### config.mk
export PLATFORM = sky130hd
export DESIGN_NAME = mac_fifo_ctrl
export DESIGN_NICKNAME = d
export VERILOG_FILES = /design/src/rtl/mac_fifo_ctrl.sv
export SDC_FILE = /design/constraint.sdc
export NUM_CORES = 1
export LEC_CHECK = 0
export CAP_MARGIN = 20
export CORE_MARGIN = 2
export CORE_UTILIZATION = 35
export DETAILED_ROUTE_END_ITERATION = 16
export PLACE_DENSITY = 0.58
export SETUP_SLACK_MARGIN = 0.2
export SLEW_MARGIN = 20
export SYNTH_ARGS = -nofsm -noshare
export SYNTH_HDL_FRONTEND = slang
export SYNTH_SLANG_ARGS = --single-unit
### constraint.sdc
create_clock -name clk -period 2.5 [get_ports clk]
set_input_delay 0.375 -clock clk [delete_from_list [all_inputs] [get_ports clk]]
set_output_delay 0.375 -clock clk [all_outputs]
set_load 0.01 [all_outputs]
### src/rtl/mac_fifo_ctrl.sv
// MAC operand circular buffer: push/pop gating, pointers, occupancy and registered read port.
// Full/empty disambiguation at equal pointers relies on the external Round wrap flag.
module mac_fifo_ctrl #(
  parameter int unsigned BufferWidth = 2,
  parameter int unsigned DataWidth   = 16
) (
  input  logic                   clk,
  input  logic                   aclr,
  input  logic                   PushReq,
  input  logic                   PopReq,
  input  logic [DataWidth-1:0]   DataIn,
  input  logic                   Round,
  output logic                   Push,
  output logic                   Pop,
  output logic [BufferWidth-1:0] W_Addr,
  output logic [BufferWidth-1:0] R_Addr,
  output logic                   Full,
  output logic                   Empty,
  output logic [BufferWidth:0]   Level,
  output logic [DataWidth-1:0]   DataOut,
  output logic                   DataValid
);

  localparam int unsigned Depth       = 1 << BufferWidth;
  localparam int unsigned LevelWidth  = BufferWidth + 1;

  logic [DataWidth-1:0] mem [Depth];
  logic                 ptr_eq_c;

  // Status decodes only from registered pointers and Round, never from requests
  assign ptr_eq_c = (W_Addr == R_Addr);
  assign Full     = ptr_eq_c & Round;
  assign Empty    = ptr_eq_c & ~Round;
  assign Push     = PushReq & ~Full;
  assign Pop      = PopReq & ~Empty;

  // Storage is intentionally left unreset; reset still blocks a write in its cycle
  always_ff @(posedge clk) begin
    if (Push && !aclr) begin
      mem[W_Addr] <= DataIn;
    end
  end

  always_ff @(posedge clk) begin
    if (aclr) begin
      W_Addr    <= '0;
      R_Addr    <= '0;
      Level     <= '0;
      DataOut   <= '0;
      DataValid <= 1'b0;
    end else begin
      if (Push) begin
        W_Addr <= W_Addr + BufferWidth'(1);
      end
      if (Pop) begin
        R_Addr  <= R_Addr + BufferWidth'(1);
        DataOut <= mem[R_Addr];
      end
      DataValid <= Pop;
      if (Push && !Pop) begin
        Level <= Level + LevelWidth'(1);
      end else if (Pop && !Push) begin
        Level <= Level - LevelWidth'(1);
      end
    end
  end

  a_full_empty_excl : assert property (@(posedge clk) disable iff (aclr) !(Full && Empty));
  a_level_ptr_diff  : assert property (@(posedge clk) disable iff (aclr)
                                       BufferWidth'(W_Addr - R_Addr) == Level[BufferWidth-1:0]);

endmodule
======== After elaboration in Yosys (flattened, before gate mapping) ========
Memory sizes are Yosys's and may differ from the RTL's. A register that Yosys moved wholly into a read port is not among the register bits.
Cells that the tools add are included.
Widths: inputs -> output; s select.
word-level totals
  register bits after elaboration ......... 8
  latch bits .............................. 0
  bits in writable memories ............... 64
  memory bits (read-only) ................. 0
  bits of input ports ..................... 21
  output and inout bits ................... 28
  memories ................................ 1
memories
  memory  words  width  read ports  clocked after Yosys merged registers in  write ports  RTL line  text
  mem     4      16     1           1                                        1            27        logic [DataWidth-1:0] mem [Depth];
operators by class
  $add $sub $neg .......................... 4
  multiply operators ...................... 0
  div/mod/pow operators ................... 0
  $lt $le $gt $ge ......................... 0
  equality and inequality tests ........... 1
  shift-type cells ........................ 0
  muxes and demuxes ....................... 4
  bitwise logic cells ..................... 7
  reduce and logical (&&, ||, !) cells .... 7
operators by type and width
  kind                 number
  $mux 3               2
  $add 2x1->2 const B  2
  $and 1x1->1          4
  $add 3x1->3 const B  1
  $logic_and 1x1->1    3
  $logic_not 1->1      3
  $not 1->1            3
  $sub 3x1->3 const B  1
  $eq 2x2->1           1
  $mux 1               2
  $reduce_bool 2->1    1

======== Logic depth before layout (Yosys ltp) ========
Gate-level depths: netlist (run 1).
  word-level depth ........................ 8
  gate-level depth with buffers ........... 11
  depth with buffers taken out ............ 9

======== Least setup slack after synthesis (run 1) ========
OpenSTA, ideal clock, no wires.
  kind .................................... reg-to-reg
  start ................................... register W_Addr[0]
  end ..................................... memory mem[1][0] (enable)
  data arrival time ....................... 2138 ps
  required time ........................... 2087 ps
  setup slack ............................. -51 ps
  stages on the path, launching flop included .. 4
  buffers on the path ..................... 0
  path through ............................ dfxtp_1 > xor2_2 > o31ai_4 > nor3b_1
between the ends
  word-level cells in the longest chain between the ends .. 7
RTL lines
  item                          RTL line  text
  from (decl)                   15        output logic [BufferWidth-1:0] W_Addr,
  from (signal assigned)        53        W_Addr <= W_Addr + BufferWidth'(1);
  $eq 2x2->1                    31        assign ptr_eq_c = (W_Addr == R_Addr);
  $and 1x1->1                   32        assign Full = ptr_eq_c & Round;
  $not 1->1                     34        assign Push = PushReq & ~Full;
  $and 1x1->1                   34
  $logic_and 1x1->1             39        if (Push && !aclr) begin
  $mux 1                        39
  $mux 1 (not written as such)  40        mem[W_Addr] <= DataIn;
  to (decl)                     27
Parallel ways exist; a longest one is shown, timed or not.

======== Final worst setup path (run 1) ========
  start ................................... register W_Addr[0]
  end ..................................... output Push
between the ends
  word-level cells in the longest chain between the ends .. 4
RTL lines
  item         RTL line  text
  $eq 2x2->1   31
  $and 1x1->1  32
  $not 1->1    34
  $and 1x1->1  34
  to (decl)    13        output logic Push,
Every way passes these cells.

==> summary.txt, run 1 <==
Via density -> 4.597
Cells after Synth -> 207
post-placement setup slack -> -59.88 ps
Post-synth EDFFs -> 64
post-synth cell types -> 30
Worst setup SP type -> register
final worst-path cycle share -> 87.11%
Overall Power -> 3.470 mW
skew final -> 7.531 ps
P_int -> 2.573 mW
die width -> 105.4 um
hold_buf cts -> 0
top-count cell post-synth -> edfxtp_1
initial antenna violation count -> 0
WHS -> 479.2 ps
FMAX -> 0.4592 GHz
unrepaired setup endpoints after global routing -> false
clk root buf -> clkbuf_8
worst hold endpoint -> DataOut[9]
I/O Buffers -> 48
via count of the first global-routing pass -> 1953
CTS buffer count -> 9
Row Count -> 37
Routed Antenna Nets -> 0
# clock sinks -> 88
critical path's top delay family -> buffers and inverters
global-route usage over all layers -> 12.25%
Setup crit end kind -> output pin
Hold Path Origin -> DataOut[9]
I/O Pins -> 49
crit path DAT -> 1800 ps
crit path max fanout -> 4
Gate power share -> 22.1%
CTS tree -> yes
share of layout cells above drive strength 1 -> 22.30%
max_slew headroom -> 64.83%
Cell Area, Synth -> 3601 sq um
worst-skew pair later-pin latency -> 350 ps
Sw Ratio -> 25.84%
Die Height -> 105.4 um
Final Util -> 45.06%
Crit Reg-Reg Startpoint -> W_Addr[1]
first-pass GRT wire length -> 10.12 mm
commonest cells in the netlist -> edfxtp_1, nand2b_1, dfxtp_1, mux2i_1, mux4_2
post-route cell area -> 4568 sq um
pin count of the biggest net entering global routing -> 23
Sw Pwr -> 896.6 uW
slowest cell on the critical path -> clkdlybuf4s50_1
buffers plus inverters on the worst setup path -> 2
Max Cap Viol -> 0
Core Area -> 10140 sq um
reg-to-reg endpoint -> Level[2]
status -> finished clean
cell count of the worst reg-to-reg path -> 9
final cell count without fillers -> 414
crit-path max cell delay -> 540 ps
Initial Util -> 35.52%
H-Tree Depth -> 3
Clock power frac -> 27.8%
sequential-to-total area share from yosys stat -> 66.71%
Hold Fails Final Rpt -> 0
Warnings, synthesis -> 0
fin crit period -> 2178 ps
reg2reg setup slack -> 350 ps
Yosys top cell area share -> 53.37%
drt total wl -> 6.376 mm
peak supply drop -> 0.0003441 V
Final WS setup -> 322.2 ps
Flop pwr share -> 50.1%
top area cells in the synthesized netlist -> edfxtp_1, dfxtp_1, mux4_2, nand2b_1, mux2i_1
nets -> 300
Die ar. -> 11120 sq um
placed cell areas -> 4322 sq um
P&R area growth vs syn -> 26.86%
Layout fillers -> 893
critical path type -> register to output pin
starting DRC count in detailed routing -> 87
CP required -> 2120 ps
diode count -> 0
Routed WL per cell -> 15.40 um
synthesized flop and latch total -> 88
worst-margin pin slew -> 525.8 ps
DP HPWL -> 4.060 mm
Avg Cell Area, Syn -> 17.40 sq um
crit path cell chain -> xor2_4 > o31ai_4 > inv_2 > clkdlybuf4s50_1
final setup fails -> 0
Async SR Flop Fraction -> 0%
main flop type after synthesis -> edfxtp_1
grt ovf -> 0
Reg clk slew, reported paths -> 90 ps
hold crit path type -> register to register
Max clock buf depth -> 2
Pwr Density -> 759.5 nW/um^2
cell accounting for the most synthesized area -> edfxtp_1
# DRC -> 0
Placed Cells -> 394
Hold Path Stages -> 2
syn_nets -> 234
RePlAce Congestion -> 0.7096
final slew viol count -> 0
drt pass-1 iters -> 4
Vias -> 1903
final setup TNS -> 0 ps
Pleak -> 1.594 nW
[sequential cells by signal, summed over array words and instances (netlist names)]
signal,cells
DataOut,16
DataValid,1
Level,3
R_Addr,2
W_Addr,2
mem,64
[worst reg2reg max path: stages, from the launching register on]
cell and delay, ps:
dfxtp_2 360, xor2_4 210, o31ai_4 290, buf_4 170
ha_4 120, inv_1 40, fa_2 330, xor2_1 150
or3_1 300, a21oi_1 110
[layout by cell type, fill, tap and decap left out, types with 2 or more instances in the layout]
cell type and instances:
xor2_1 2, nor3_1 2, dfxtp_1 21, nor2_1 7, ha_1 4, mux4_2 11
nand2b_1 34, inv_1 4, clkdlybuf4s50_1 47, clkinvlp_4 4, clkbuf_8 9, mux2i_1 18
nor3b_2 4, o31ai_4 2, nor2b_1 2, edfxtp_1 64, dfxtp_2 3, xor2_4 2
mux4_1 5, inv_6 2, mux2_2 2, buf_4 17
[worst max-delay path by stage]
| stage | endpoint | start | cells past startpoint | slack, ps |
|---|---|---|---|---|
| finish | Push | W_Addr[0] | 4 | 320 |
| global route | Level[2] | W_Addr[1] | 9 | 210 |
| CTS | Push | W_Addr[0] | 4 | 210 |
| detailed placement | Level[1] | Round | 9 | -60 |
| global placement | Level[2] | Round | 10 | -30 |
| floorplan | mem[1][0] | W_Addr[0] | 3 | -50 |
[routing by layer]
metal	GRT usage, %	share of wire [%]	vias up
met2	20.32	51	40
li1	-	-	900
met1	15.04	44	954
met3	3.216	3.4	9
met5	0	0	-
met4	5.429	1.5	0
[cell families after synthesis]
group	share of synthesized area, %
AOI/OAI and AO/OA	1.459
muxes	16.57
DFF	66.71
adders and majority gates	2.293
and+or+nand+nor	8.270
xor gates and xnor gates	1.703
buffers and inverters	2.988
[layout make-up]
class,count,area [sq um],share of cell area (%)
sequential,88,2406,52.67
multi-input combinational,102,1146,25.09
timing repair buffer,66,621.8,13.61
tap,136,170.2,3.725
clock buffer,10,127.6,2.794
clock inverter,6,68.82,1.506
inverter,6,27.53,0.6026
[power groups by stage]
stage | logic (mW) | registers, mW | clock network [mW]
2_1_floorplan | 0.411 | 1.80 | 0
3_3_place_gp | 0.746 | 1.77 | 0
3_5_place_dp | 0.752 | 1.77 | 0
4_1_cts | 0.783 | 1.74 | 1.01
5_1_grt | 0.835 | 1.75 | 1.05
6_report | 0.765 | 1.74 | 0.966
[repair_timing]
action                     CTS  global route
resized for setup            2             4
setup buffers                4             0
setup endpoints to repair    2             2
pin swaps                    3             3
No activity file was read; power rests on OpenSTA's default activity.
==> run 2, diff against run 1 <==
--- a/config.mk
+++ b/config.mk
@@ -5,12 +5,13 @@
 export SDC_FILE = /design/constraint.sdc
 export NUM_CORES = 1
 export LEC_CHECK = 0
+export ABC_AREA = 1
 export CAP_MARGIN = 20
 export CORE_MARGIN = 2
 export CORE_UTILIZATION = 35
 export DETAILED_ROUTE_END_ITERATION = 16
 export PLACE_DENSITY = 0.58
-export SETUP_SLACK_MARGIN = 0.2
+export SETUP_SLACK_MARGIN = 0.1
 export SLEW_MARGIN = 20
 export SYNTH_ARGS = -nofsm -noshare
 export SYNTH_HDL_FRONTEND = slang
==> run 2 against run 1 <==
Against the previous run: global-route usage rose by 2.0 points; die area rose by 8.1%; total power is 5.5% lower; first-iteration DRC count is 55% higher; final area grew 3.7%; critical path depth is 4 higher; highest routed layer unchanged.
==> summary.txt, run 2 <==
# DRC -> 0
first-pass GRT wire length -> 12.59 mm
die width -> 109.6 um
post-route cell area -> 4737 sq um
commonest cells in the netlist -> nand2_1, inv_1, edfxtp_1, nand3_1, nor2_1
Largest regs -> mem (64), DataOut (16), Level (3)
crit path max fanout -> 7
CTS buffer count -> 9
drt total wl -> 7.758 mm
Pwr Density -> 692.4 nW/um^2
critical path's top delay family -> buffers and inverters
Yosys top cell area share -> 49.23%
CTS tree -> yes
Biggest register -> mem
Setup crit end kind -> output pin
syn_nets -> 452
Vias -> 2713
hold_buf cts -> 0
synthesized flop and latch total -> 88
Cell Area, Synth -> 3904 sq um
crit path cell chain -> inv_1 > nand2_1 > nand2_2 > nand3_4 > nand2_1 > buf_4 > inv_1 > clkdlybuf4s50_1
Pleak -> 2.148 nW
unrepaired setup endpoints after global routing -> false
final worst-path cycle share -> 90.06%
Cells after Synth -> 425
placed cell areas -> 4538 sq um
slowest cell on the critical path -> clkdlybuf4s50_1
P_int -> 2.397 mW
Max Cap Viol -> 0
skew final -> 8.569 ps
crit path DAT -> 1880 ps
I/O Pins -> 49
Routed WL per cell -> 12.47 um
via count of the first global-routing pass -> 2546
Gate power share -> 19.0%
Reg clk slew, reported paths -> 80 ps
Row Count -> 38
final slew viol count -> 0
Sequential Area -> 2405 sq um
# clock sinks -> 88
buffers plus inverters on the worst setup path -> 4
Sw Pwr -> 882.7 uW
area of the multi-input gates -> 1020 sq um
Sw Ratio -> 26.91%
starting DRC count in detailed routing -> 135
max FFs per register -> 64
final setup fails -> 0
Avg Cell Area, Syn -> 9.185 sq um
Hold Fails Final Rpt -> 0
sequential-to-total area share from yosys stat -> 61.54%
Post-synth EDFFs -> 64
worst-margin pin slew -> 399.3 ps
RePlAce Congestion -> 0.7491
H-Tree Depth -> 3
cell accounting for the most synthesized area -> edfxtp_1
Routed Antenna Nets -> 0
Die ar. -> 12010 sq um
Clock power frac -> 29.1%
Die Height -> 109.6 um
commonest non-fill, non-tap cells in the layout -> nand2_1, inv_1, edfxtp_1
grt ovf -> 0
crit-path max cell delay -> 520 ps
global-route usage over all layers -> 14.28%
worst-skew pair later-pin latency -> 360 ps
Worst setup SP type -> register
main flop type after synthesis -> edfxtp_1
WHS -> 477.6 ps
initial antenna violation count -> 0
hold crit path type -> register to register
post-synth cell types -> 22
Max clock buf depth -> 2
Async SR Flop Fraction -> 0%
clk root buf -> clkbuf_8
FMAX -> 0.4442 GHz
top-count cell post-synth -> nand2_1
nets -> 504
I/O Buffers -> 48
status -> finished clean
drt pass-1 iters -> 4
CP required -> 2120 ps
fin crit period -> 2251 ps
Flop pwr share -> 51.9%
Warnings, synthesis -> 0
leading cell type in the layout, fill and taps excluded -> nand2_1
Layout fillers -> 1046
Initial Util -> 36.01%
max_slew headroom -> 73.38%
pin count of the biggest net entering global routing -> 37
final setup TNS -> 0 ps
DP HPWL -> 4.799 mm
top area cells in the synthesized netlist -> edfxtp_1, dfxtp_1, nand2_1, inv_1, nand3_1
P&R area growth vs syn -> 21.35%
peak supply drop -> 0.0002982 V
Core Area -> 10840 sq um
share of layout cells above drive strength 1 -> 6.846%
critical path type -> register to output pin
diode count -> 0
reg2reg setup slack -> 450 ps
Via density -> 4.362
## run 2: changes by cell type after synthesis, moves of 18 or more
cell	delta
nand2b_1	-34
nor2_1	+18
nand3_1	+51
inv_1	+91
a21oi_1	+22
mux2i_1	-18
nand2_1	+107
## run 2: worst reg2reg max path: stages, from the launching register on
cell     delay [ps]
dfxtp_2         400
inv_1            90
nand2_1          90
nand2_2          70
nand3_1         100
nand2_1          50
inv_1            90
ha_1            140
inv_1            60
fa_1            380
a21oi_1         140
o21ai_0         110
o21ai_0         160
a21oi_1          50
## run 2: cell families (layout without fill, tap and decap cells)
family | count (synthesis) | after routing | synth area share (%)
AO/OA/AOI/OAI | 26 | 26 | 3.333
XOR/XNOR | 2 | 2 | 0.6412
adder cells (fa/ha/maj) | 6 | 6 | 2.115
buffers and inverters | 117 | 174 | 12.34
flip-flops | 88 | 88 | 61.54
AND/OR/NAND/NOR | 186 | 186 | 20.03
## run 2: routing by layer
| metal | GRT usage [%] | wire [um] | up-vias |
|---|---|---|---|
| li1 | - | - | 1414 |
| met1 | 17.45 | 3475 | 1222 |
| met2 | 23.50 | 3643 | 66 |
| met3 | 4.209 | 454 | 11 |
| met4 | 6.058 | 185 | 0 |
| met5 | 0 | 0 | - |
## run 2: path summary, 6_finish.rpt
path | startpoint | endpoint | depth (start not counted)
worst max register to register | W_Addr[0] | Level[2] | 13
worst min-delay path | Level[2] | Level[2] | 2
worst min register to register | Level[2] | Level[2] | 2
worst max-delay path | W_Addr[0] | Pop | 8
## run 2: power by group through the flow
stage	Clock [mW]	Sequential (mW)	Combinational (mW)
after floorplan	0	1.75	0.348
after global placement	0	1.73	0.613
after detailed placement	0	1.74	0.623
after CTS	0.978	1.70	0.629
after global routing	1.05	1.71	0.710
final	0.955	1.70	0.624
## run 2: layout make-up
type	instances	area share, %
multi-input combinational	220	21.53
sequential	88	50.77
clock buffer	11	2.773
tap	140	3.698
timing repair buffer	60	12.20
inverter	98	7.818
clock inverter	5	1.215
## run 2: stage by stage
stage	std cells	total power, mW	utilization [%]	setup WS (ps)
2_1_floorplan	425	2.101	-	242.9
3_3_place_gp	606	2.347	41.86	236.2
3_5_place_dp	606	2.359	41.86	220.6
4_1_cts	622	3.309	43.64	121.9
5_1_grt	622	3.474	43.70	124.2
6_report	622	3.280	43.70	248.5
## run 2: repair_timing
| item | 4_1_cts | 5_1_grt |
|---|---|---|
| resized for setup | 1 | 3 |
| endpoints found under the setup margin | 1 | 4 |
| buffers inserted | 0 | 0 |
